--- config.mk ---
export PLATFORM = sky130hd
export DESIGN_NAME = fetch_stage
export DESIGN_NICKNAME = d
export VERILOG_FILES = /design/src/rtl/rv32_pkg.sv /design/src/rtl/if_id_reg.sv /design/src/rtl/fetch_stage.sv
export SDC_FILE = /design/constraint.sdc
export NUM_CORES = 1
export LEC_CHECK = 0
export ABC_AREA = 0
export CAP_MARGIN = 30
export CORE_ASPECT_RATIO = 1.2
export CORE_MARGIN = 3
export CORE_UTILIZATION = 25
export DETAILED_ROUTE_END_ITERATION = 12
export PLACE_DENSITY = 0.52
export SKIP_LAST_GASP = 1
export SLEW_MARGIN = 20
export SYNTH_ARGS = -nofsm -noshare
export SYNTH_HDL_FRONTEND = slang
export SYNTH_SLANG_ARGS = --single-unit
--- constraint.sdc ---
create_clock -name clk -period 5.2 [get_ports clk]
set_clock_uncertainty 0.05 [all_clocks]
set_input_delay 0.78 -clock clk [delete_from_list [all_inputs] [get_ports clk]]
set_output_delay 0.78 -clock clk [all_outputs]
set_load 0.05 [all_outputs]
--- src/rtl/rv32_pkg.sv ---
// Shared RV32I core definitions: data width, fixed instruction encodings,
// fetch-state encoding and the IF/ID payload used by fetch and decode.
package rv32_pkg;

    localparam int XLEN = 32;

    localparam logic [XLEN-1:0] NOP_INST   = 32'h0000_0013;
    localparam logic [XLEN-1:0] ECALL_INST = 32'h0000_0073;

    typedef enum logic {
        FS_RUN    = 1'b0,
        FS_HALTED = 1'b1
    } fetch_state_e;

    typedef struct packed {
        logic [XLEN-1:0] inst;
        logic [XLEN-1:0] pc;
        logic [XLEN-1:0] pc4;
        logic            valid;
    } if_id_t;

endpackage

--- src/rtl/if_id_reg.sv ---
// IF/ID pipeline register with load, hold and bubble controls.
// A bubble request wins over load so any redirect can squash the slot.
module if_id_reg
    import rv32_pkg::*;
#(
    parameter logic [XLEN-1:0] BUBBLE_INST = rv32_pkg::NOP_INST
) (
    input  logic   clk,
    input  logic   rst,
    input  logic   load,
    input  logic   bubble,
    input  if_id_t d,
    output if_id_t q
);

    if_id_t bubble_val;

    always_comb begin
        bubble_val       = '0;
        bubble_val.inst  = BUBBLE_INST;
    end

    always_ff @(posedge clk or posedge rst) begin
        if (rst) begin
            q <= bubble_val;
        end else if (bubble) begin
            q <= bubble_val;
        end else if (load) begin
            q <= d;
        end
    end

endmodule

--- src/rtl/fetch_stage.sv ---
// Instruction-fetch stage: owns the PC, drives instruction memory and fills
// IF/ID. Redirects (flush) beat stalls; an ecall freezes fetch until redirected.
//   state      | meaning
//   FS_RUN     | fetching sequentially, pc advances by 4 each unstalled edge
//   FS_HALTED  | ecall issued once, pc frozen, IF/ID fed bubbles
module fetch_stage
    import rv32_pkg::*;
#(
    parameter int              IMEM_AW    = 6,
    parameter logic [XLEN-1:0] RESET_PC   = 32'h0000_0000,
    parameter logic [XLEN-1:0] NOP_INST   = rv32_pkg::NOP_INST,
    parameter logic [XLEN-1:0] ECALL_INST = rv32_pkg::ECALL_INST
) (
    input  logic               clk,
    input  logic               rst,
    input  logic               stall,
    input  logic               flush,
    input  logic [XLEN-1:0]    branch_target,
    output logic [IMEM_AW-1:0] imem_addr,
    input  logic [XLEN-1:0]    imem_data,
    output logic [XLEN-1:0]    if_id_inst,
    output logic [XLEN-1:0]    if_id_pc,
    output logic [XLEN-1:0]    if_id_pc4,
    output logic               if_id_valid,
    output logic               halted,
    output logic               misalign
);

    fetch_state_e    state, state_nx;
    logic [XLEN-1:0] pc, pc_nx, pc_plus4;
    logic            misalign_nx;
    logic            ifid_load, ifid_bubble;
    if_id_t          ifid_d, ifid_q;

    assign pc_plus4  = pc + 32'd4;
    assign imem_addr = pc[IMEM_AW+1:2];

    always_comb begin
        state_nx    = state;
        pc_nx       = pc;
        misalign_nx = 1'b0;
        ifid_load   = 1'b0;
        ifid_bubble = 1'b0;
        if (flush) begin
            // Word-align the target; low bits only raise the misalign pulse.
            pc_nx       = {branch_target[XLEN-1:2], 2'b00};
            misalign_nx = |branch_target[1:0];
            ifid_bubble = 1'b1;
            state_nx    = FS_RUN;
        end else if (!stall) begin
            case (state)
                FS_RUN: begin
                    ifid_load = 1'b1;
                    if (imem_data == ECALL_INST) begin
                        state_nx = FS_HALTED;
                    end else begin
                        pc_nx = pc_plus4;
                    end
                end
                FS_HALTED: begin
                    ifid_bubble = 1'b1;
                end
                default: begin
                    state_nx = FS_RUN;
                end
            endcase
        end
    end

    always_ff @(posedge clk or posedge rst) begin
        if (rst) begin
            state    <= FS_RUN;
            pc       <= RESET_PC;
            misalign <= 1'b0;
        end else begin
            state    <= state_nx;
            pc       <= pc_nx;
            misalign <= misalign_nx;
        end
    end

    assign halted = (state == FS_HALTED);

    always_comb begin
        ifid_d       = '0;
        ifid_d.inst  = imem_data;
        ifid_d.pc    = pc;
        ifid_d.pc4   = pc_plus4;
        ifid_d.valid = 1'b1;
    end

    if_id_reg #(
        .BUBBLE_INST (NOP_INST)
    ) u_if_id_reg (
        .clk    (clk),
        .rst    (rst),
        .load   (ifid_load),
        .bubble (ifid_bubble),
        .d      (ifid_d),
        .q      (ifid_q)
    );

    assign if_id_inst  = ifid_q.inst;
    assign if_id_pc    = ifid_q.pc;
    assign if_id_pc4   = ifid_q.pc4;
    assign if_id_valid = ifid_q.valid;

endmodule

==> results of run 1 <==
kinds of logic (layout without fill, tap and decap cells):
logic type,count (synthesis),in the layout
adders and majority gates,1,1
DFF,125,125
buffers and inverters,60,214
and+or+nand+nor,140,140
other,1,5
xor gates and xnor gates,27,27
AOI/OAI and AO/OA,181,181
muxes,2,2
cells in the final DEF (no fill, tap or decap), types with 4 or more instances in the layout:
cell,count
a31oi_1,5
inv_1,4
and3_1,10
o22a_1,5
o2bb2ai_1,8
conb_1,4
nand4_1,8
buf_4,7
nor2_1,31
a21oi_1,10
a2bb2oi_1,4
dfrtp_1,122
clkdlybuf4s50_1,167
nand3_1,9
o21ai_0,53
clkbuf_16,17
clkbuf_1,4
a22o_1,60
nor4_1,6
nand2_1,44
a22oi_1,15
xor2_1,10
o21ai_1,7
clkinv_2,6
xnor2_1,17
cells in the mapped netlist (all sizes together) (4+ instances only):
| master | n | area share |
|---|---|---|
| buf | 22 | 0.025 |
| a22o | 60 | 0.091 |
| a22oi | 15 | 0.019 |
| xor2 | 10 | 0.015 |
| clkbuf | 33 | 0.021 |
| nor3 | 4 | 0.0035 |
| a21oi | 10 | 0.0087 |
| nand2 | 44 | 0.029 |
| inv | 5 | 0.0032 |
| nand3 | 11 | 0.013 |
| nor4 | 11 | 0.020 |
| and3 | 10 | 0.011 |
| dfrtp | 122 | 0.53 |
| xnor2 | 17 | 0.026 |
| a31oi | 5 | 0.0054 |
| o21ai | 60 | 0.052 |
| nor2 | 32 | 0.021 |
| nand4 | 11 | 0.018 |
| o2bb2ai | 8 | 0.012 |
| a2bb2oi | 4 | 0.0061 |
| o22a | 5 | 0.0076 |
critical path: stages:
cell and delay [ps]:
clkdlybuf4s50_1 430, nor4b_1 410, nand4_1 340, o31ai_4 320, buf_4 420, a21oi_1 80, a2bb2oi_1 160
final timing paths:
path	cells after the start	slack [ps]	from	end
setup / recovery	7	2450	imem_data[12]	pc[19]
hold / removal	2	440	u_if_id_reg.q[3]	u_if_id_reg.q[3]
setup reg to reg	6	2820	pc[2]	pc[22]
hold reg to reg	2	440	u_if_id_reg.q[3]	u_if_id_reg.q[3]
max in group asynchronous	4	3370	rst	pc[22]
min in group asynchronous	2	660	rst	u_if_id_reg.q[80]
through the flow:
step / utilization / instance area, sq um / instances / hold slack (ps)
2_1_floorplan: - / 5790 / 540 / 458
3_3_place_gp: 0.339 / 7650 / 970 / 415
3_5_place_dp: 0.339 / 7650 / 970 / 423
4_1_cts: 0.365 / 8240 / 1002 / 439
5_1_grt: 0.367 / 8280 / 1004 / 460
6_report: 0.367 / 8290 / 1005 / 436
sequential cells by signal, summed over array words and instances, names as in the netlist:
signal         count
u_if_id_reg.q     93
pc                30
misalign           1
halted             1
report_power, final:
| group | internal (uW) | switching [uW] |
|---|---|---|
| combinational | 231 | 386 |
| clock | 774 | 422 |
| sequential | 1050 | 93.9 |
| total | 2060 | 903 |
metal layers:
metal  vias to the layer above  GRT usage  wire length, microns
met1                      2398      0.186                  7740
met5                         -          0                     0
met2                       145      0.241                  8970
met4                         0     0.0342                    78
li1                       2253          -                     -
met3                         5     0.0390                  1220
cell type report:
class,count,area share
diodes,1,0.000302
clock buffers,23,0.0565
clock inverters,9,0.0145
inverters,5,0.00287
multi-input cells,355,0.287
flip-flops and latches,125,0.378
well taps,310,0.0468
repair buffers,177,0.214
==> impl_metrics.tcl, run 1 <==
set metrics [dict create \
    status "finished clean" \
    synth-compound-area-share 0.224 \
    grt_max_degree 95 \
    final_nets 750 \
    clock_sinks 125 \
    drt_first_pass_iters 4 \
    layout-drive-gt1-share 0.0821 \
    setup_viol 0 \
    total_power_uw 2960 \
    synth_adder_area_share 0.00216 \
    synth-simple-area-share 0.137 \
    drv_slew 0 \
    startpoint_type "primary input" \
    root_buffer "clkbuf_16" \
    avgSynthCellArea_sq_um 10.8 \
    power_density_mw_per_mm2 358 \
    yosysUniqueCellTypes 55 \
    multi_input_area_sq_mm 0.00238 \
    fin_crit_sh 0.529 \
    syn-instance-count 537 \
    post-place-ws_ps 1990 \
    grt.total_usage 0.145 \
    drt-wirelength-per-cell_microns 17.9 \
    finalWeightedCongestion 0.776 \
    postRouteAntennaNets 0 \
    pin_count 173 \
    clk_pin_slew_ps 60 \
    nFillCells 2195 \
    ctsHoldBuffers 0 \
    synth-edff-count 0 \
    async_reset_ff_frac 1.00 \
    timing.slew.headroom 0.504 \
    antenna_found_initial 0 \
    cts-buffers-inserted 17 \
    hpwl_microns 12300 \
    postCtsSetupRepairBufs 0 \
    drc_errors 0 \
    peakVddDrop_mv 0.206 \
    worstPathMaxFanout 43 \
    path_class "in2reg" \
    grt_setup_unrepaired "no" \
    ys.flop_type "dfrtp_1" \
    setup_tns_ps 0 \
    io_buffers 168 \
    muxShareOfSynthArea 0.00346 \
    synthXorXnorAreaFrac 0.0409 \
    regArea_sq_mm 0.00313 \
    num_rows 60 \
    die_area_sq_mm 0.0250 \
    coreArea_sq_mm 0.0226 \
    vias 4801 \
    drt_iter0_markers 240 \
    seq_area_frac_synth 0.542 \
    synth_area_sq_mm 0.00578 \
    hold_viol_final 0 \
    clk_latency_ps 410 \
    grt-ovfl-total 0 \
    power_leakage_uw 0.00341 \
    worst_slack_ps 2450 \
    fp.dieH_microns 173 \
    max_slew.worst_pin.slew_ps 743 \
    grt_pass1_vias 5075 \
    drv_cap 0 \
    ys_seq_elements 125 \
    routed_wl_microns 18000 \
    cts_buffer_depth 2 \
    synth_top_family_by_area "compound AO/OA/AOI/OAI gates" \
    clock.fmax_mhz 364 \
    grt_pass1_wl_microns 28500 \
    htree_num_levels 4 \
    worst_setup_path_end_kind "flip-flop" \
    fp.dieW_microns 145 \
    viasPerCell 4.78 \
    final.min_clock_period_ps 2750 \
    hold_path_class "reg2reg" \
    cts_tree "built" \
    critPathArrivalTime_ps 2950 \
    cp.required_ps 5400 \
    initial_core_util 0.256 \
    yosys_warnings 0 \
    cts_resized 0 \
    syn_to_final_growth_pct 43.4 \
]
(Power assumes the default switching activity.)
==> run 2: changes to the inputs <==
--- a/config.mk
+++ b/config.mk
@@ -11,7 +11,7 @@
 export CORE_MARGIN = 3
 export CORE_UTILIZATION = 25
 export DETAILED_ROUTE_END_ITERATION = 12
-export PLACE_DENSITY = 0.52
+export PLACE_DENSITY = 0.54
 export SKIP_LAST_GASP = 1
 export SLEW_MARGIN = 20
 export SYNTH_ARGS = -nofsm -noshare
==> constraint.sdc (replaced) <==
create_clock -name clk -period 2.3 [get_ports clk]
set_clock_uncertainty 0.05 [all_clocks]
set_input_delay 0.345 -clock clk [delete_from_list [all_inputs] [get_ports clk]]
set_output_delay 0.345 -clock clk [all_outputs]
set_load 0.05 [all_outputs]
==> impl_metrics.tcl, run 2 (synthesis results as in run 1) <==
set metrics [dict create \
    clock.fmax_mhz 461 \
    startpoint_type "flip-flop" \
    setup_viol 0 \
    grt_pass1_wl_microns 28600 \
    drt-wirelength-per-cell_microns 17.4 \
    grt-ovfl-total 0 \
    critPathArrivalTime_ps 1770 \
    root_buffer "clkbuf_16" \
    grt_busiest_layer "met2" \
    placed_cell_area_sq_mm 0.00804 \
    final_nets 790 \
    total_power_uw 6930 \
    layout_common_cells "clkdlybuf4s50_1 (167), dfrtp_1 (122), a22o_1 (60), o21ai_0 (53), nand2_1 (44)" \
    cp.required_ps 1900 \
    final.min_clock_period_ps 2170 \
    p_sw_uw 2090 \
    comb_power_share 0.217 \
    vias 4918 \
    drv_cap 0 \
    cpPeakStageDelay_ps 860 \
    syn_to_final_growth_pct 50.0 \
    switching_share 0.302 \
    intPower_uw 4830 \
    clk_pin_slew_ps 60 \
    pwr-share-seq 0.370 \
    status "finished clean" \
    routed_wl_microns 18200 \
    largest_reg_flops 93 \
    fp.dieH_microns 173 \
    power_leakage_uw 0.00361 \
    pin_count 173 \
    path_class "reg2out" \
    finalWeightedCongestion 0.740 \
    drc_errors 0 \
    worstPathMaxFanout 7 \
    grt_pass1_vias 5046 \
    hold_path_class "in2async" \
    power_density_mw_per_mm2 799 \
    fin_crit_sh 0.943 \
    fp.dieW_microns 145 \
    cts_tree "built" \
    hold_viol_final 0 \
    grt_setup_unrepaired "no" \
    die_area_sq_mm 0.0250 \
    worst_setup_path_end_kind "output port" \
    antenna_found_initial 0 \
    top_register "u_if_id_reg.q" \
    design_area_sq_mm 0.00867 \
    postRouteAntennaNets 0 \
    use_met1 0.202 \
    max_slew.worst_pin.slew_ps 729 \
    layout_commonest_cell "clkdlybuf4s50_1" \
    cts_resized 0 \
    drt_first_pass_iters 4 \
    clk_latency_ps 420 \
    use_met2 0.228 \
    cts_buffer_depth 2 \
    layout-drive-gt1-share 0.134 \
    top_regs "u_if_id_reg.q: 93 flops, pc: 30 flops" \
    htree_num_levels 4 \
    cts-buffers-inserted 17 \
    drv_slew 0 \
    crit_path_top_delay_cell "clkdlybuf4s50_1" \
    timing.slew.headroom 0.514 \
    grtUsageMet3 0.0382 \
    coreArea_sq_mm 0.0226 \
    hpwl_microns 12500 \
    n_antenna_cell 0 \
    cp_top_family "buffers and inverters" \
    io_buffers 168 \
    grt_max_degree 72 \
    grt.total_usage 0.146 \
    drt_iter0_markers 208 \
    crit_chain "clkdlybuf4s50_1" \
    critPathBufInv 1 \
    initial_core_util 0.256 \
    p_clk_frac 0.414 \
    peakVddDrop_mv 0.454 \
    clock_sinks 125 \
    viasPerCell 4.71 \
    num_rows 60 \
]
==> run 2: path summary, 6_finish.rpt <==
kind / from / endpoint / slack, ps / cells past startpoint
max in group asynchronous: rst / u_if_id_reg.q[69] / 1460 / 3
min in group clk: u_if_id_reg.q[39] / u_if_id_reg.q[39] / 430 / 2
setup reg to reg: pc[10] / pc[31] / 350 / 6
setup / recovery: pc[7] / imem_addr[5] / 130 / 1
hold reg to reg: u_if_id_reg.q[39] / u_if_id_reg.q[39] / 430 / 2
hold / removal: rst / u_if_id_reg.q[0] / 350 / 3
==> run 2: what timing repair did <==
item,in CTS,in global routing
endpoints found under the hold margin,0,0
endpoints found under the setup margin,0,1
buffers inserted,0,0
hold buffers,0,0
==> run 2: power groups by stage <==
| stage | Sequential, uW | Combinational [uW] | Clock, uW |
|---|---|---|---|
| after floorplan | 2950 | 556 | 0 |
| after global placement | 2600 | 1510 | 0 |
| after detailed placement | 2600 | 1510 | 0 |
| after CTS | 2560 | 1520 | 2940 |
| after global routing | 2590 | 1600 | 3040 |
| final | 2560 | 1500 | 2870 |
==> run 2: cell type report <==
type	instances	area [sq um]
Multi-Input combinational cell	355	2380
Timing Repair Buffer	217	2120
Tap cell	310	388
Fill cell	2208	13900
Clock buffer	22	464
Clock inverter	10	163
Inverter	5	22.5
Sequential cell	125	3130
==> run 2: layer usage <==
metal	part of all wire	vias to the layer above	routed length, microns
li1	-	2325	-
met1	0.46	2444	8460
met2	0.46	137	8440
met3	0.063	12	1140
met4	0.0083	0	151
met5	0	-	0
==> run 2: per-stage QoR <==
step | util | setup TNS, ps | std cells | setup WS [ps] | hold slack, ps
2_1_floorplan | - | 0 | 540 | 368 | 415
3_3_place_gp | 0.356 | -5620 | 1012 | -260 | 412
3_5_place_dp | 0.356 | -7170 | 1012 | -311 | 420
4_1_cts | 0.384 | 0 | 1044 | 101 | 358
5_1_grt | 0.384 | 0 | 1044 | 16.4 | 374
6_report | 0.384 | 0 | 1044 | 131 | 350
==> run 3: changes to the inputs <==
--- a/config.mk
+++ b/config.mk
@@ -5,7 +5,6 @@
 export SDC_FILE = /design/constraint.sdc
 export NUM_CORES = 1
 export LEC_CHECK = 0
-export ABC_AREA = 0
 export CAP_MARGIN = 30
 export CORE_ASPECT_RATIO = 1.2
 export CORE_MARGIN = 3
==> results of run 3 <==
No change in the layout: final DEF, timing and power equal those of run 2.
